--- config.mk ---
export PLATFORM = sky130hd
export DESIGN_NAME = hz_tone_generator
export DESIGN_NICKNAME = d
export VERILOG_FILES = /design/src/rtl/hz_pkg.sv /design/src/rtl/seq_divider.sv /design/src/rtl/hz_tone_generator.sv
export SDC_FILE = /design/constraint.sdc
export NUM_CORES = 1
export LEC_CHECK = 0
export ABC_CLOCK_PERIOD_IN_PS = 5050
export CORE_MARGIN = 2
export CORE_UTILIZATION = 48
export CTS_CLUSTER_DIAMETER = 40
export CTS_CLUSTER_SIZE = 14
export DETAILED_ROUTE_END_ITERATION = 7
export HOLD_SLACK_MARGIN = 0.15
export PLACE_DENSITY = 0.64
export SLEW_MARGIN = 30
export SYNTH_ARGS = -nofsm -noshare
export SYNTH_HDL_FRONTEND = slang
export SYNTH_SLANG_ARGS = --single-unit
--- constraint.sdc ---
create_clock -name clk -period 5.05 [get_ports clk]
set_input_delay 1.01 -clock clk [delete_from_list [all_inputs] [get_ports clk]]
set_output_delay 1.01 -clock clk [all_outputs]
set_load 0.01 [all_outputs]
--- src/rtl/hz_pkg.sv ---
// Shared definitions for the Hz counter / tone generator pair.
package hz_pkg;

  localparam int unsigned DEFAULT_CLK_HZ  = 100_000_000;
  localparam int unsigned HZ_W            = 10;
  localparam int unsigned DEFAULT_BURST_W = 10;
  localparam int unsigned DEFAULT_DIV_W   = 27;

  typedef enum logic [1:0] {
    IDLE   = 2'd0,
    CALC   = 2'd1,
    RUN    = 2'd2,
    FINISH = 2'd3
  } hz_state_t;

endpackage

--- src/rtl/seq_divider.sv ---
// Restoring unsigned divider: one quotient bit per clk, then one clk to latch.
module seq_divider #(
  parameter int unsigned DVD_W = 27,
  parameter int unsigned DVS_W = 10
) (
  input  logic             clk,
  input  logic             rst_n,
  input  logic             start,
  input  logic             abort,
  input  logic [DVD_W-1:0] dividend,
  input  logic [DVS_W-1:0] divisor,
  output logic [DVD_W-1:0] quotient,
  output logic             busy,
  output logic             done
);

  localparam int unsigned CNT_W = $clog2(DVD_W + 1);

  logic [DVD_W-1:0] dvd_sh;
  logic [DVD_W-1:0] q_sh;
  logic [DVS_W-1:0] dvs;
  logic [DVS_W-1:0] rem;
  logic [CNT_W-1:0] cnt;
  logic [DVS_W:0]   trial_c;
  logic             fits_c;

  // Partial remainder with the next dividend bit shifted in, and the restore decision.
  assign trial_c = {rem, dvd_sh[DVD_W-1]};
  assign fits_c  = (trial_c >= {1'b0, dvs});

  // Iterate DVD_W steps, then present the quotient with a done pulse; start restarts.
  always_ff @(posedge clk or negedge rst_n) begin
    if (!rst_n) begin
      dvd_sh   <= '0;
      q_sh     <= '0;
      dvs      <= '0;
      rem      <= '0;
      cnt      <= '0;
      quotient <= '0;
      busy     <= 1'b0;
      done     <= 1'b0;
    end else begin
      done <= 1'b0;
      if (abort) begin
        busy <= 1'b0;
        cnt  <= '0;
      end else if (start) begin
        dvd_sh <= dividend;
        dvs    <= divisor;
        rem    <= '0;
        q_sh   <= '0;
        cnt    <= '0;
        busy   <= 1'b1;
      end else if (busy) begin
        if (cnt == CNT_W'(DVD_W)) begin
          quotient <= q_sh;
          done     <= 1'b1;
          busy     <= 1'b0;
        end else begin
          dvd_sh <= dvd_sh << 1;
          q_sh   <= {q_sh[DVD_W-2:0], fits_c};
          rem    <= fits_c ? DVS_W'(trial_c - {1'b0, dvs}) : DVS_W'(trial_c);
          cnt    <= cnt + CNT_W'(1);
        end
      end
    end
  end

endmodule

--- src/rtl/hz_tone_generator.sv ---
// 50%-duty square-wave tone source driven by a binary Hz request.
// Optional: define TONE_SYNC_OUT_EN to add tone_sync, a pulse on every JA2 rise.
module hz_tone_generator #(
  parameter int unsigned CLK_HZ  = hz_pkg::DEFAULT_CLK_HZ,
  parameter int unsigned HZ_W    = hz_pkg::HZ_W,
  parameter int unsigned BURST_W = hz_pkg::DEFAULT_BURST_W,
  parameter int unsigned DIV_W   = hz_pkg::DEFAULT_DIV_W
) (
  input  logic               clk,
  input  logic               rst_n,
  input  logic [HZ_W-1:0]    freq_hz,
  input  logic [BURST_W-1:0] burst_len,
  input  logic               start,
  input  logic               update,
  input  logic               stop,
  output logic               JA2,
  output logic               busy,
  output logic               done,
  output logic [BURST_W-1:0] cycles_sent
`ifdef TONE_SYNC_OUT_EN
  ,
  output logic               tone_sync
`endif
);

  import hz_pkg::*;

  localparam logic [DIV_W-1:0] DIVIDEND = DIV_W'(CLK_HZ / 2);

  hz_state_t          state, state_nxt;
  logic               ja2_nxt, done_nxt, busy_nxt;
  logic [BURST_W-1:0] cyc_nxt, cyc_inc_c, burst_q, burst_nxt;
  logic [DIV_W-1:0]   half_q, half_nxt, phase_q, phase_nxt;
  logic [DIV_W-1:0]   pend_half, pend_half_nxt;
  logic               pend_v, pend_v_nxt;
  logic [DIV_W-1:0]   div_q, div_half_c;
  logic               div_start_c, div_abort_c, div_busy, div_done;
  logic               at_end_c;

  seq_divider #(
    .DVD_W (DIV_W),
    .DVS_W (HZ_W)
  ) u_div (
    .clk      (clk),
    .rst_n    (rst_n),
    .start    (div_start_c),
    .abort    (div_abort_c),
    .dividend (DIVIDEND),
    .divisor  (freq_hz),
    .quotient (div_q),
    .busy     (div_busy),
    .done     (div_done)
  );

  // Half-period clamped to at least one clk; end-of-half detect; saturating cycle count.
  assign div_half_c = (div_q == '0) ? DIV_W'(1) : div_q;
  assign at_end_c   = (phase_q == half_q - DIV_W'(1));
  assign cyc_inc_c  = (cycles_sent == '1) ? cycles_sent : cycles_sent + BURST_W'(1);

  // Next-state and next-output decode; retunes apply only at the start of a new high half.
  always_comb begin
    state_nxt     = state;
    ja2_nxt       = JA2;
    done_nxt      = 1'b0;
    cyc_nxt       = cycles_sent;
    burst_nxt     = burst_q;
    half_nxt      = half_q;
    phase_nxt     = phase_q;
    pend_v_nxt    = pend_v;
    pend_half_nxt = pend_half;
    div_start_c   = 1'b0;
    div_abort_c   = 1'b0;
    case (state)
      IDLE: begin
        if (start && (freq_hz != '0)) begin
          burst_nxt   = burst_len;
          cyc_nxt     = '0;
          pend_v_nxt  = 1'b0;
          div_start_c = 1'b1;
          state_nxt   = CALC;
        end
      end
      CALC: begin
        if (stop) begin
          div_abort_c = div_busy;
          done_nxt    = 1'b1;
          ja2_nxt     = 1'b0;
          cyc_nxt     = '0;
          state_nxt   = IDLE;
        end else if (div_done) begin
          half_nxt  = div_half_c;
          phase_nxt = '0;
          ja2_nxt   = 1'b1;
          state_nxt = RUN;
        end
      end
      RUN, FINISH: begin
        if (state == RUN) begin
          if (stop) begin
            state_nxt = FINISH;
          end else if (update && (freq_hz != '0)) begin
            div_start_c = 1'b1;
          end
        end
        if (at_end_c) begin
          phase_nxt = '0;
          if (JA2) begin
            ja2_nxt = 1'b0;
            cyc_nxt = cyc_inc_c;
            if ((burst_q != '0) && (cyc_inc_c == burst_q)) begin
              done_nxt  = 1'b1;
              state_nxt = IDLE;
            end
          end else if (state == FINISH) begin
            done_nxt  = 1'b1;
            state_nxt = IDLE;
          end else begin
            ja2_nxt = 1'b1;
            if (pend_v) begin
              half_nxt   = pend_half;
              pend_v_nxt = 1'b0;
            end
          end
        end else begin
          phase_nxt = phase_q + DIV_W'(1);
        end
        if (state_nxt == IDLE) begin
          div_start_c = 1'b0;
          div_abort_c = div_busy;
          pend_v_nxt  = 1'b0;
        end else if ((state == RUN) && div_done) begin
          pend_v_nxt    = 1'b1;
          pend_half_nxt = div_half_c;
        end
      end
      default: begin
        state_nxt = IDLE;
        ja2_nxt   = 1'b0;
      end
    endcase
    busy_nxt = (state_nxt != IDLE);
  end

  // State and output registers; reset drops JA2 immediately.
  always_ff @(posedge clk or negedge rst_n) begin
    if (!rst_n) begin
      state       <= IDLE;
      JA2         <= 1'b0;
      busy        <= 1'b0;
      done        <= 1'b0;
      cycles_sent <= '0;
      burst_q     <= '0;
      half_q      <= DIV_W'(1);
      phase_q     <= '0;
      pend_v      <= 1'b0;
      pend_half   <= '0;
    end else begin
      state       <= state_nxt;
      JA2         <= ja2_nxt;
      busy        <= busy_nxt;
      done        <= done_nxt;
      cycles_sent <= cyc_nxt;
      burst_q     <= burst_nxt;
      half_q      <= half_nxt;
      phase_q     <= phase_nxt;
      pend_v      <= pend_v_nxt;
      pend_half   <= pend_half_nxt;
    end
  end

`ifdef TONE_SYNC_OUT_EN
  // Trigger pulse aligned with each JA2 rise.
  always_ff @(posedge clk or negedge rst_n) begin
    if (!rst_n) begin
      tone_sync <= 1'b0;
    end else begin
      tone_sync <= ja2_nxt & ~JA2;
    end
  end
`endif

endmodule

==> out/results.ini, run 1 <==
[clocking]
ctsHtreeMaxLevel=1
hold_buffers=0
cts_buffers=31
insertion_delay_ns=0.55
cts_root_buf=clkbuf_16
cts_tree=built
clkTransAtPathRegs_ns=0.06
ctsResizeCount=0
post-cts-setup-buffers=0
cts.sinks=208
clock_path_buffers=3

[sta]
min_period_ns=4.68
fmax_mhz=214
setup_viol=0
slew_headroom=0.438
rsz0062_at_grt=no
finalSetupTns_ns=0
fin_skew_ns=0.0125
tightest_slew_ns=0.843
min_period_over_period=0.926
hold_viol=0
timing.final.max_slew_violations=0

[floorplan]
die_h_um=155
io_pins=38
core_mm2=0.0225
die-area_mm2=0.0241
fp-row-count=55
initial_core_util=0.487
die-width_um=155

[status]
status=completed

[global_route]
grt_pass1_wl_um=38700
track_usage=0.194
grt_pass1_vias=7597
grt_max_degree=120
grt_overflow=0
antenna_found_initial=0

[placed_design]
globalplace.congestion=0.921
hpwl_um=15600
io_buffers=37

[finish]
layout-drive-gt1-share=0.132
final_util=0.572
final_nets=1166
area_growth_pct=17.4
n_fill_cell=1910
insertedDiodeCount=0

[synth]
synth_seq_cells=208
synthFlopType=dfrtp_1
synth_edf_count=0
yosysWarnings=0
synth_area_mm2=0.0110
ys_seq_area_frac=0.475
synth_cell_types=69
synth_nets=1133
synth_area_per_cell_um2=10.0
syn_inst=1093
synthArstFlopShare=1.00

[routing]
drt_first_pass_iters=4
vias_per_cell=5.62
drt_iter0_markers=479
routed_wl_um=23100
ant_nets=0
vias=8075
routedWlPerCell_um=16.1
drc_errors=0

[power]
p_per_area_mw_per_mm2=439
leakage_nw=5.87
ir_drop_v=0.000313

[run]
drv_cap=0

[setup_path]
cp-start-kind=register
critPathMaxFanout=28
worst_ep_required_time_ns=5.48
crit_path_end_kind=register
crit_type=register to register
cp.arrival_ns=5.11

[min_path]
hold_path_class=input port to async pin

through the flow:
step	setup slack [ns]	cells	hold WS, ns	total power [mW]	area, um^2
after detailed placement	0.379	1377	0.481	3.18	11600
after floorplan	0.813	1093	0.445	2.88	11000
final	0.373	1436	0.316	5.65	12900
after global placement	0.556	1377	0.473	3.15	11600
after global routing	0.116	1436	0.303	5.96	12900
after CTS	0.369	1435	0.492	5.72	12800
state kept, by name, summed over array words and instances (netlist names):
register        count
u_div.cnt           5
done                1
u_div.busy          1
u_div.quotient     27
u_div.q_sh         27
cycles_sent        10
u_div.dvd_sh       20
pend_v              1
u_div.dvs          10
burst_q            10
JA2                 1
pend_half          27
u_div.done          1
phase_q            27
state               2
busy                1
u_div.rem          10
half_q             27
cell type report:
| cell class | count | area [um^2] | share of cell area |
|---|---|---|---|
| timing repair buffer | 56 | 554 | 0.0430 |
| inverter | 32 | 120 | 0.00933 |
| sequential | 208 | 5210 | 0.404 |
| multi-input combinational | 797 | 5420 | 0.421 |
| clock buffer | 34 | 787 | 0.0611 |
| tap | 285 | 357 | 0.0277 |
| clock inverter | 24 | 435 | 0.0338 |
synthesized netlist by cell type, types with 27 or more instances:
cell,number,share of area
nand3_1,38,0.017
clkbuf_1,48,0.016
a21oi_1,48,0.022
xor2_1,33,0.026
xnor2_1,28,0.022
mux2i_1,77,0.070
o21ai_0,65,0.030
nand2_1,99,0.034
nor2_1,112,0.038
inv_1,31,0.011
nor3_1,27,0.012
mux2_2,42,0.043
dfrtp_1,207,0.47
per-layer routing:
| layer | wire, um | vias up | global-route usage | part of all wire |
|---|---|---|---|---|
| met5 | 0 | - | 0 | 0 |
| met4 | 588 | 0 | 0.0556 | 0.025 |
| met3 | 939 | 42 | 0.0304 | 0.041 |
| met2 | 10200 | 137 | 0.291 | 0.44 |
| met1 | 11300 | 3893 | 0.292 | 0.49 |
| li1 | - | 4003 | - | - |
worst max-delay path: stages, from the launching register on:
cell and delay, ns:
dfrtp_1 0.41, inv_1 0.07, ha_1 0.23, nor4b_1 0.54
nand4_1 0.37, a211oi_2 0.29, nor2_1 0.06, or4b_1 0.55
or4b_1 0.56, o311a_1 0.38, a31oi_4 0.23, nand3_4 0.42
mux2_4 0.46
layout by cell type, fill, tap and decap left out, drive strengths merged, types with 8 or more instances in the layout:
master           n
mux2i           77
mux2            61
nor3            27
xnor2           28
nand2           99
nand2b          12
a211oi          15
nand4           23
buf             20
clkdlybuf4s50   36
o21ai           65
xor2            33
ha              14
nor4            17
clkbuf          34
or3              8
clkinv           8
dfrtp          207
a21oi           48
inv             37
nor2           112
and3            10
nand3           39
bufinv          11
cell families after synthesis:
family / synth area share
DFF: 0.475
AOI/OAI and AO/OA: 0.110
xor gates and xnor gates: 0.0487
buffers and inverters: 0.0319
and+or+nand+nor: 0.178
muxes: 0.139
adders and majority gates: 0.0178
path summary, 6_finish.rpt:
path                                        from  slack, ns  cells after the start                  to
worst max-delay path                   half_q[1]       0.37                     12  u_div.quotient[23]
worst min register to register  u_div.dvd_sh[22]       0.49                      2    u_div.dvd_sh[23]
min in group clk                u_div.dvd_sh[22]       0.49                      2    u_div.dvd_sh[23]
max in group asynchronous                  rst_n       3.68                      3          burst_q[0]
worst max register to register         half_q[1]       0.37                     12  u_div.quotient[23]
worst min-delay path                       rst_n       0.32                      1  u_div.quotient[22]
power breakdown:
group | leakage (nW) | internal (mW) | switching (mW)
registers | 2.76 | 1.85 | 0.164
logic | 2.51 | 0.512 | 0.628
clock network | 0.598 | 1.70 | 0.799
Power figures use the tool's default switching activity.
==> run 2: changes to the inputs <==
Settings changed: ABC_CLOCK_PERIOD_IN_PS 5050 to 4500, SLEW_MARGIN 30 to not set, TNS_END_PERCENT set to 50.
Clock period 5.05 ns to 4.5 ns, I/O delays scaled along.
==> run 2 against run 1 <==
Compared with the run above: final cell count grew 0.91%; critical path depth grew 1; sequential share of layout area shrank 0.19 points; clock-buffer cell count grew 10; global-route usage grew 0.073 points; register-to-register slack lost 0.10 ns; first-iteration DRC count grew 4.0%; flip-flop and latch count is the same; utilization grew 0.27 points; combinational power grew 14%; critical path type unchanged; largest power group unchanged.
==> out/results.ini, run 2 (synthesis gave the netlist of run 1 again) <==
[status]
status=completed

[run]
drv_cap=0

[power]
ir_drop_v=0.000446
leakage_nw=5.91
p_switching_mw=1.79
swShare=0.289
combPwrFrac=0.209
intPower_mw=4.41
p_seq_frac=0.365
power_frac_clock=0.426
p_per_area_mw_per_mm2=479

[setup_path]
cpPeakStageDelay_ns=0.63
cp.arrival_ns=4.61
cp-start-kind=register
crit_top_cell=or4b_1
slowest_stage=or4b_2
rr_startpoint=half_q[1]
path_delay_family=simple AND/OR/NAND/NOR gates
crit_path_end_kind=register
critPathMaxFanout=28
crit_chain=inv_1, ha_1, or4b_2, nor3_1, xnor2_1, o21ai_0, or4b_1, or4b_1, o311a_1, a31oi_4, nand3_4, buf_12, mux2_4
worst-path-buf-inv=2
critPathLaunch=half_q[1]
worst_ep_required_time_ns=4.88
crit_type=register to register

[floorplan]
initial_core_util=0.487
io_pins=38
core_mm2=0.0225
die_h_um=155
die-area_mm2=0.0241
die-width_um=155
fp-row-count=55

[routing]
drc_errors=0
drt_iter0_markers=498
ant_nets=0
routed_wl_um=22800
routedWlPerCell_um=15.7
vias=8050
vias_per_cell=5.56
drt_first_pass_iters=5

[global_route]
track_usage=0.195
grt_overflow=0
antenna_found_initial=0
grt_pass1_wl_um=39000
grt_pass1_vias=7766
grt_max_degree=81

[finish]
insertedDiodeCount=0
mostFrequentLayoutCells=dfrtp_1 (206), nor2_1 (112), nand2_1 (99), mux2i_1 (77), o21ai_0 (65)
final_common_cell=dfrtp_1
layout-drive-gt1-share=0.142
final_nets=1180
area_growth_pct=18.0

[sta]
timing.final.max_slew_violations=0
fin_skew_ns=0.0157
whs_ns=0.419
tightest_slew_ns=1.16
fmax_mhz=236
hold_viol=0
finalSetupTns_ns=0
min_period_over_period=0.940
setup_viol=0
min_period_ns=4.23
rsz0062_at_grt=no
slew_headroom=0.224

[clocking]
cts.sinks=208
hold_buffers=0
clkTransAtPathRegs_ns=0.05
clock_path_buffers=3
cts_root_buf=clkbuf_16
ctsHtreeMaxLevel=2
ctsResizeCount=0
post-cts-setup-buffers=0
cts_tree=built
insertion_delay_ns=0.50
cts_buffers=34

[placed_design]
hpwl_um=15600
io_buffers=37
globalplace.congestion=0.897

[min_path]
hold_path_class=input port to async pin

-- run 2: metal layers --
| metal | routed length [um] | part of all wire | track usage | up-vias |
|---|---|---|---|---|
| met2 | 9990 | 0.44 | 0.286 | 153 |
| met1 | 11300 | 0.50 | 0.291 | 3840 |
| met4 | 560 | 0.025 | 0.0692 | 0 |
| li1 | - | - | - | 4017 |
| met5 | 0 | 0 | 0 | - |
| met3 | 921 | 0.040 | 0.0315 | 40 |
-- run 2: path summary, 6_finish.rpt --
kind                                 endpoint  slack [ns]  cells after the start
setup / recovery           u_div.quotient[18]        0.27                     13
hold / removal                 u_div.q_sh[22]        0.42                      1
setup reg to reg           u_div.quotient[18]        0.27                     13
hold reg to reg                  u_div.dvs[0]        0.48                      2
max in group asynchronous    u_div.dvd_sh[20]        2.97                      3
min in group clk                 u_div.dvs[0]        0.48                      2
-- run 2: stage by stage --
step	util	std cells	area [um^2]	setup slack [ns]	power, mW
floorplan	-	1093	11000	0.263	3.23
global placement	0.522	1389	11800	0.344	3.56
detailed placement	0.522	1389	11800	0.250	3.58
CTS	0.575	1449	12900	0.247	6.27
global route	0.575	1449	12900	0.0568	6.55
finish	0.575	1449	12900	0.270	6.20
-- run 2: power by group through the flow --
stage / clock, mW / sequential (mW) / combinational, mW
2_1_floorplan: 0 / 2.23 / 0.999
3_3_place_gp: 0 / 2.29 / 1.27
3_5_place_dp: 0 / 2.29 / 1.29
4_1_cts: 2.70 / 2.26 / 1.31
5_1_grt: 2.79 / 2.29 / 1.46
6_report: 2.64 / 2.26 / 1.30
-- run 2: cell type report --
| cell class | count | area (um^2) |
|---|---|---|
| well taps | 285 | 357 |
| clock buffers | 44 | 992 |
| repair buffers | 67 | 649 |
| clock inverters | 16 | 186 |
| fillers | 1898 | 9570 |
| flip-flops and latches | 208 | 5210 |
| multi-input cells | 797 | 5430 |
| inverters | 32 | 120 |
